--- src/rtl/vx_scan_pipe.sv ---
// vx_scan_pipe: pipelined Kogge-Stone prefix scan (XOR/AND/OR) with valid/ready handshake and tag.
// Define VX_SCAN_PERF_EN to add the perf_beats/perf_stalls counter ports.
module vx_scan_pipe #(
  parameter int N = 8,
  parameter int OP = 0,
  parameter int REVERSE = 0,
  parameter int PIPE_LEVELS = 1,
  parameter int TAG_W = 1
) (
  input  logic             clk,
  input  logic             reset_n,
  input  logic             valid_in,
  output logic             ready_in,
  input  logic [N-1:0]     data_in,
  input  logic             excl_in,
  input  logic [TAG_W-1:0] tag_in,
  output logic             valid_out,
  input  logic             ready_out,
  output logic [N-1:0]     data_out,
  output logic [TAG_W-1:0] tag_out
`ifdef VX_SCAN_PERF_EN
  ,
  output logic [31:0]      perf_beats,
  output logic [31:0]      perf_stalls
`endif
);
  localparam int LOGN = $clog2(N);
  localparam int S = (LOGN == 0) ? 1 : (LOGN + PIPE_LEVELS - 1) / PIPE_LEVELS;
  localparam logic ID = (OP == 1);
  localparam logic [N-1:0] ID1 = N'(ID);
  if (OP < 0 || OP > 2 || N < 1 || PIPE_LEVELS < 1) begin : g_bad_param
    $error("vx_scan_pipe: illegal parameter value");
  end
  function automatic logic [N-1:0] rev(input logic [N-1:0] x);
    logic [N-1:0] r;
    for (int i = 0; i < N; i++) r[i] = x[N-1-i];
    return r;
  endfunction
  // One tree level: combine each lane with the lane d positions earlier, identity-filled.
  function automatic logic [N-1:0] lvl(input logic [N-1:0] x, input int d);
    logic [N-1:0] s;
    s = (x << d) | (ID ? ~({N{1'b1}} << d) : '0);
    return (OP == 0) ? (x ^ s) : (OP == 1) ? (x & s) : (x | s);
  endfunction
  logic [N-1:0]     xin, y, ys;
  logic [N-1:0]     nx [S];
  logic [N-1:0]     d_q [S];
  logic [TAG_W-1:0] t_q [S];
  logic [S-1:0]     v, ld, e_q;
  logic             acc;
  // The scan runs in scan order; REVERSE just mirrors the lanes at entry and exit.
  always_comb begin
    xin = (REVERSE != 0) ? rev(data_in) : data_in;
    for (int k = 0; k < S; k++) begin
      nx[k] = (k == 0) ? xin : d_q[(k == 0) ? 0 : k - 1];
      for (int l = k * PIPE_LEVELS; l < (k + 1) * PIPE_LEVELS && l < LOGN; l++)
        nx[k] = lvl(nx[k], 1 << l);
    end
  end
  // A stage may load if any stage from it to the output holds a bubble, or the consumer takes.
  always_comb begin
    ld = '0;
    acc = ready_out;
    for (int k = S - 1; k >= 0; k--) begin
      acc = acc | ~v[k];
      ld[k] = acc;
    end
  end
  always_ff @(posedge clk or negedge reset_n)
    if (!reset_n) begin
      v <= '0;
      e_q <= '0;
      for (int k = 0; k < S; k++) begin
        d_q[k] <= '0;
        t_q[k] <= '0;
      end
    end else
      for (int k = 0; k < S; k++)
        if (ld[k]) begin
          v[k] <= (k == 0) ? valid_in : v[(k == 0) ? 0 : k - 1];
          if ((k == 0) ? valid_in : v[(k == 0) ? 0 : k - 1]) begin
            d_q[k] <= nx[k];
            t_q[k] <= (k == 0) ? tag_in : t_q[(k == 0) ? 0 : k - 1];
            e_q[k] <= (k == 0) ? excl_in : e_q[(k == 0) ? 0 : k - 1];
          end
        end
  // Exclusive result is the inclusive result shifted one lane in scan order.
  always_comb begin
    y = d_q[S-1];
    ys = e_q[S-1] ? ((y << 1) | ID1) : y;
  end
  assign data_out  = (REVERSE != 0) ? rev(ys) : ys;
  assign tag_out   = t_q[S-1];
  assign valid_out = v[S-1];
  assign ready_in  = ld[0];
`ifdef VX_SCAN_PERF_EN
  always_ff @(posedge clk or negedge reset_n)
    if (!reset_n) begin
      perf_beats <= '0;
      perf_stalls <= '0;
    end else begin
      if (valid_out & ready_out) perf_beats <= perf_beats + 32'd1;
      if (valid_out & ~ready_out) perf_stalls <= perf_stalls + 32'd1;
    end
`endif
endmodule

--- config.mk ---
export PLATFORM = sky130hd
export DESIGN_NAME = vx_scan_pipe
export DESIGN_NICKNAME = d
export VERILOG_FILES = /design/src/rtl/vx_scan_pipe.sv
export SDC_FILE = /design/constraint.sdc
export NUM_CORES = 1
export LEC_CHECK = 0
export BUFFER_PORTS_ARGS = -buffer_cell sky130_fd_sc_hd__buf_2
export CORE_MARGIN = 5
export CORE_UTILIZATION = 31
export DETAILED_ROUTE_END_ITERATION = 8
export REMOVE_ABC_BUFFERS = 1
export SLEW_MARGIN = 20
export SYNTH_ARGS = -nofsm -noshare
export SYNTH_HDL_FRONTEND = slang
export SYNTH_SLANG_ARGS = --single-unit
export TNS_END_PERCENT = 10
--- constraint.sdc ---
create_clock -name clk -period 3.3 [get_ports clk]
set_input_delay 0.165 -clock clk [delete_from_list [all_inputs] [get_ports clk]]
set_output_delay 0.165 -clock clk [all_outputs]
set_load 0.005 [all_outputs]
==> reports/results.ini, run 1 <==
[worst_setup_path]
critPathMaxFanout=9
crit_path_end_kind=primary output
cp_cell_sequence=mux2_2, buf_2
slowest_stage=dfrtp_1
path_delay_family=flip-flops
cp_num_buf_inv=1
arrival_ns=1.30
crit_type=reg -> out
required_ns=3.13
cp-start-kind=register
max_stage_delay_ns=0.52

[synth]
ys_seq_area_share_pct=55.5
synthMuxAreaShare_pct=28.0
syn_area_per_cell_um2=15.2
synth_fa_ha_area_share_pct=0
synth_cell_types=10
synth_top_family_by_area=multiplexers
yosys_warnings=0
syn_area_um2=1490
synth_simple_gate_area_share_pct=6.14
postSynthCellCount=98
ys_ff_latch=33
synth_xor_area_share_pct=10.0
synth_compound_area_share_pct=0

[detailed_routing]
wl_per_cell_um=13.2
finalWirelength_mm=2.42
vias_per_cell=4.51
drt_iter0_drc=13
final_antenna_net_count=0
drt-pass1-iter-count=4
vias=830
drc=0

[grt]
grt_pass1_wl_mm=4.23
grt_antenna_before_repair=0
grt_max_degree=34
gr-total-overflow=0
grt_usage_pct=8.96
grt_pass1_vias=922

[timing]
rsz0062_at_grt=no
drv_slew=0
fin_crit_sh_pct=44.3
finalSetupViolations=0
worst_slack_ns=1.84
finalHoldViolCount=0
fmax_mhz=683
skew_ns=0.00305
slew_headroom_pct=52.7
worstMarginPinSlew_ns=0.710
min_period_ns=1.46
tns_ns=0

[floorplan]
start_util_pct=31.7
core_area_um2=4690
row_count=25
die-area_um2=6280
die_w_um=79.3
io_pins=25
die_h_um=79.3

[place]
gp_congestion=0.647
pre_cts_ws_ns=2.03
place_area_um2=1670
dp_hpwl_mm=1.89
portBuffers=24
dpl.cell_count=175

[pwr]
finalPower_uw=1320
ir_worst_vdd_mv=0.224
p_leak_uw=0.000783
powerDensity_nw_per_um2=752

[finish]
antenna-diode-count=0
instances_no_fill=184
nFillCells=460
seqCellArea_um2=826
multi_input_comb_area_um2=657
nets=143
design_area_um2=1760
drive_gt1_share_pct=53.8
syn_to_final_growth_pct=18.3

[status]
status=completed

[clocking]
cts_made_buffers=5
cts-root-buf=clkbuf_8
htree_num_levels=2
clkSinkCount=33
cts.clk_slew.worst_paths_ns=0.06
clk_latency_ns=0.28
cts_setup_buffers=0
clockBufferDepth=2
cts_tree=built

[min_path]
min-delay-path-class=in -> reg

[flow_run]
drv_cap=0

## stage by stage
| stage | hold WS (ns) | util, % |
|---|---|---|
| 3_3_place_gp | 0.245 | 35.6 |
| 3_5_place_dp | 0.259 | 35.6 |
| 5_1_grt | 0.117 | 37.5 |
| 2_1_floorplan | -0.131 | - |
| 4_1_cts | 0.116 | 37.5 |
| 6_report | 0.125 | 37.5 |
## final timing paths
path / from / to / slack, ns / depth (start not counted)
worst max-delay path: e_q[2]$_DFFE_PN0P_ / data_out[5] / 1.84 / 2
worst min-delay path: tag_in / t_q[2]$_DFFE_PN0P_ / 0.12 / 2
worst max register to register: v[1]$_DFFE_PN0P_ / e_q[1]$_DFFE_PN0P_ / 2.03 / 3
worst min register to register: t_q[2]$_DFFE_PN0P_ / t_q[2]$_DFFE_PN0P_ / 0.50 / 1
max in group asynchronous: reset_n / y[5]$_DFFE_PN0P_ / 2.38 / 2
min in group asynchronous: reset_n / v[1]$_DFFE_PN0P_ / 0.47 / 2
## placed cells by master (no fill, tap or decap)
cell,count
nand3b_1,1
nor2b_1,1
nand2b_1,4
clkbuf_8,5
nand2_4,2
buf_2,24
nand4b_4,1
dfrtp_1,33
clkbuf_1,3
xor2_1,17
nand2_2,1
dlygate4sd3_1,1
mux2_2,37
## sequential cells by signal, summed over array words and instances, names as in the netlist
register,flops
t_q,2
v,3
e_q,3
y,8
d_q,16
tag_out,1
## final cells by class
type | count | area share, %
timing repair buffer | 25 | 7.39
sequential | 33 | 46.9
multi-input combinational | 64 | 37.3
clock buffer | 8 | 4.55
tap | 54 | 3.84
## Yosys cell counts (all sizes together)
cell type / number / area share (%)
buf: 1 / 0.34
dfrtp: 33 / 56
mux2: 37 / 28
nand2: 3 / 1.9
nand2b: 4 / 1.7
nand3b: 1 / 0.50
nand4b: 1 / 1.6
nor2b: 1 / 0.42
xor2: 17 / 10
## per-layer routing
layer  share of wire (%)  vias to the layer above  global-route usage, %  wire [µm]
li1                    -                      402                      -          -
met1                  43                      398                   10.2       1050
met2                  48                       22                   13.8       1150
met3                 6.5                        8                   4.08        158
met4                 2.5                        0                   5.15         61
met5                   0                        -                      0          0
## cell families (layout without fill, tap and decap cells)
family                 count (synthesis)  count (layout)
flip-flops                            33              33
XOR/XNOR                              17              17
buffers and inverters                  1              33
multiplexers                          37              37
AND/OR/NAND/NOR                       10              10
## power by group
| part | switching, µW | leakage (µW) | internal [µW] | total (µW) |
|---|---|---|---|---|
| registers | 110 | 0.000382 | 542 | 652 |
| clock network | 130 | 0.0000395 | 149 | 279 |
| logic | 134 | 0.000361 | 259 | 393 |
## timing repair
item / 4_1_cts / 5_1_grt
hold buffers: 1 / 0
endpoints found under the hold margin: 33 / 0
endpoints found under the setup margin: 0 / 0
gates resized for setup: 0 / 0
Note: power is estimated with default switching activity, not from simulation.
==> run 2, diff against run 1 <==
--- a/config.mk
+++ b/config.mk
@@ -5,6 +5,7 @@
 export SDC_FILE = /design/constraint.sdc
 export NUM_CORES = 1
 export LEC_CHECK = 0
+export ABC_AREA = 1
 export BUFFER_PORTS_ARGS = -buffer_cell sky130_fd_sc_hd__buf_2
 export CORE_MARGIN = 5
 export CORE_UTILIZATION = 31
==> constraint.sdc (replaced) <==
create_clock -name clk -period 1.5 [get_ports clk]
set_input_delay 0.075 -clock clk [delete_from_list [all_inputs] [get_ports clk]]
set_output_delay 0.075 -clock clk [all_outputs]
set_load 0.005 [all_outputs]
==> reports/results.ini, run 2 <==
[synth]
synth_area_leaders=dfrtp_1, nand2_1, nand3_2
ys.flop_type=dfrtp_1
synth_most_common_cell=nand2_1
synth_top_cell_area_share_pct=51.5  ; -4.0 points
syn_area_per_cell_um2=8.62  ; -43%
ys_ff_latch=33  ; unchanged
post-synth-top-area-cell=dfrtp_1
postSynthCellCount=186  ; +90%
ys_seq_area_share_pct=51.5  ; -4.0 points
synthArstFlopShare_pct=100  ; unchanged
synth_cell_types=19  ; +9
ys_top_cells_by_count=nand2_1, dfrtp_1, inv_1, o21ai_1, xnor2_1
syn_area_um2=1600  ; +7.8%
yosys_warnings=0  ; unchanged
synth_edf_count=0  ; unchanged

[floorplan]
row_count=26  ; +4.0%
die_w_um=81.9  ; +3.3%
start_util_pct=31.6  ; -0.099 points
io_pins=25  ; unchanged
die_h_um=81.9  ; +3.3%
die-area_um2=6710  ; +6.8%
core_area_um2=5070  ; +8.2%

[clocking]
cts_tree=built
clk_latency_ns=0.28  ; about the same
htree_num_levels=2  ; unchanged
cts_made_buffers=5  ; unchanged
cts.clk_slew.worst_paths_ns=0.06  ; about the same
clkSinkCount=33  ; unchanged
clockBufferDepth=2  ; unchanged
cts-root-buf=clkbuf_8

[worst_setup_path]
max_stage_delay_ns=0.44  ; -0.08 ns
arrival_ns=1.24  ; -0.06 ns
crit_end=ready_in
crit_type=reg -> out
reg2reg_slack_ns=0.37  ; -1.66 ns
cp_cell_sequence=nand4_4, buf_2
cp-start-kind=register
slowest_stage=dfrtp_1
crit-reg2reg-capture=d_q[23]$_DFFE_PN0P_
rr_startpoint=v[2]$_DFFE_PN0P_
critPathMaxFanout=13  ; +4
crit_start=v[2]$_DFFE_PN0P_
crit_path_end_kind=primary output
required_ns=1.42  ; -1.71 ns
reg2reg_depth=4  ; +1

[finish]
nets=227  ; +59%
multi_input_comb_area_um2=672  ; +2.3%
largest_reg_flops=16  ; unchanged
final_common_cell=nand2_1
most-common-layout-cells=nand2_1, dfrtp_1, buf_2
largest-register=d_q
syn_to_final_growth_pct=16.1
antenna-diode-count=0  ; unchanged
nFillCells=555  ; +21%
drive_gt1_share_pct=21.6  ; -32 points
seqCellArea_um2=827  ; +0.15%
design_area_um2=1860  ; +5.8%

[detailed_routing]
vias=1159  ; +40%
drt_iter0_drc=81  ; +68
drt-pass1-iter-count=4  ; unchanged
vias_per_cell=4.10  ; -9.2%
drc=0  ; unchanged
final_antenna_net_count=0  ; unchanged
finalWirelength_mm=2.77  ; +14%
wl_per_cell_um=9.78  ; -26%

[flow_run]
drv_cap=0  ; unchanged

[pwr]
ir_worst_vdd_mv=0.408  ; +82%
powerDensity_nw_per_um2=1640  ; +120%
p_leak_uw=0.000966  ; +23%

[timing]
tns_ns=0  ; unchanged
skew_ns=0.00119  ; -0.00186 ns
fin_crit_sh_pct=87.5
finalHoldViolCount=0  ; unchanged
rsz0062_at_grt=no
fmax_mhz=761
drv_slew=0  ; unchanged
worstMarginPinSlew_ns=0.706  ; -0.00383 ns
slew_headroom_pct=52.9  ; +0.26 points
finalSetupViolations=0  ; unchanged
min_period_ns=1.31

[grt]
grt_max_degree=34  ; unchanged
gr-total-overflow=0  ; unchanged
grt_antenna_before_repair=0  ; unchanged
grt_pass1_vias=1105  ; +20%
grt_pass1_wl_mm=4.95  ; +17%
grt_usage_pct=9.76  ; +0.80 points

[place]
portBuffers=24  ; unchanged
place_area_um2=1770  ; +5.7%
dp_hpwl_mm=2.01  ; +6.4%
gp_congestion=0.731  ; +13%

[min_path]
min-delay-path-class=in -> reg

[status]
status=completed

-- run 2: logic make-up after synthesis --
kind of cell	Yosys count	share of synthesized area (%)
compound gates	19	5.93
xor+xnor	10	5.46
buf+inv	20	6.63
flops	33	51.5
simple gates	104	30.5
-- run 2: what timing repair did --
action,CTS,global route
resized for setup,0,1
hold buffers,1,0
endpoints found under the hold margin,33,0
setup endpoints to repair,0,1
buffers inserted,0,0
-- run 2: worst min path at each step --
stage	cells after the start	endpoint	from	slack, ns
final	3	e_q[0]$_DFFE_PN0P_	excl_in	0.03
after global routing	3	e_q[0]$_DFFE_PN0P_	excl_in	0.03
after CTS	3	e_q[0]$_DFFE_PN0P_	excl_in	0.02
after detailed placement	1	e_q[0]$_DFFE_PN0P_	reset_n	0.17
after global placement	1	t_q[2]$_DFFE_PN0P_	reset_n	0.18
after floorplan	0	d_q[10]$_DFFE_PN0P_	reset_n	-0.22
-- run 2: layout make-up --
class | instances | share of cell area [%]
clock buffer | 7 | 4.63
multi-input combinational | 133 | 36.1
tap | 70 | 4.70
timing repair buffer | 26 | 7.39
inverter | 14 | 2.82
sequential | 33 | 44.4
-- run 2: routing by layer --
metal  GRT usage (%)  vias up  part of all wire [%]
met2            15.0       25                    42
li1                -      630                     -
met1            12.0      499                    51
met4            4.98        0                   1.7
met3            3.51        5                   5.6
met5               0        -                     0
-- run 2: power by group --
part	switching (µW)	internal (µW)	total (µW)
Sequential	279	1190	1470
Combinational	487	441	927
Clock	293	363	656
-- run 2: through the flow --
stage	std cells	setup slack (ns)	utilization [%]	total power (µW)	hold WS [ns]
after global placement	275	0.324	34.8	2400	0.175
final	283	0.187	36.7	3050	0.0294
after floorplan	180	0.379	-	2060	-0.221
after detailed placement	275	0.300	34.8	2430	0.174
after CTS	283	0.0903	36.7	3100	0.0207
after global routing	283	0.0421	36.7	3330	0.0324
-- run 2: critical path, delay by kind of cell, from the launching register on --
family	cells	cell delay, ns
buf+inv	1	0.23
flops	1	0.44
simple gates	1	0.29
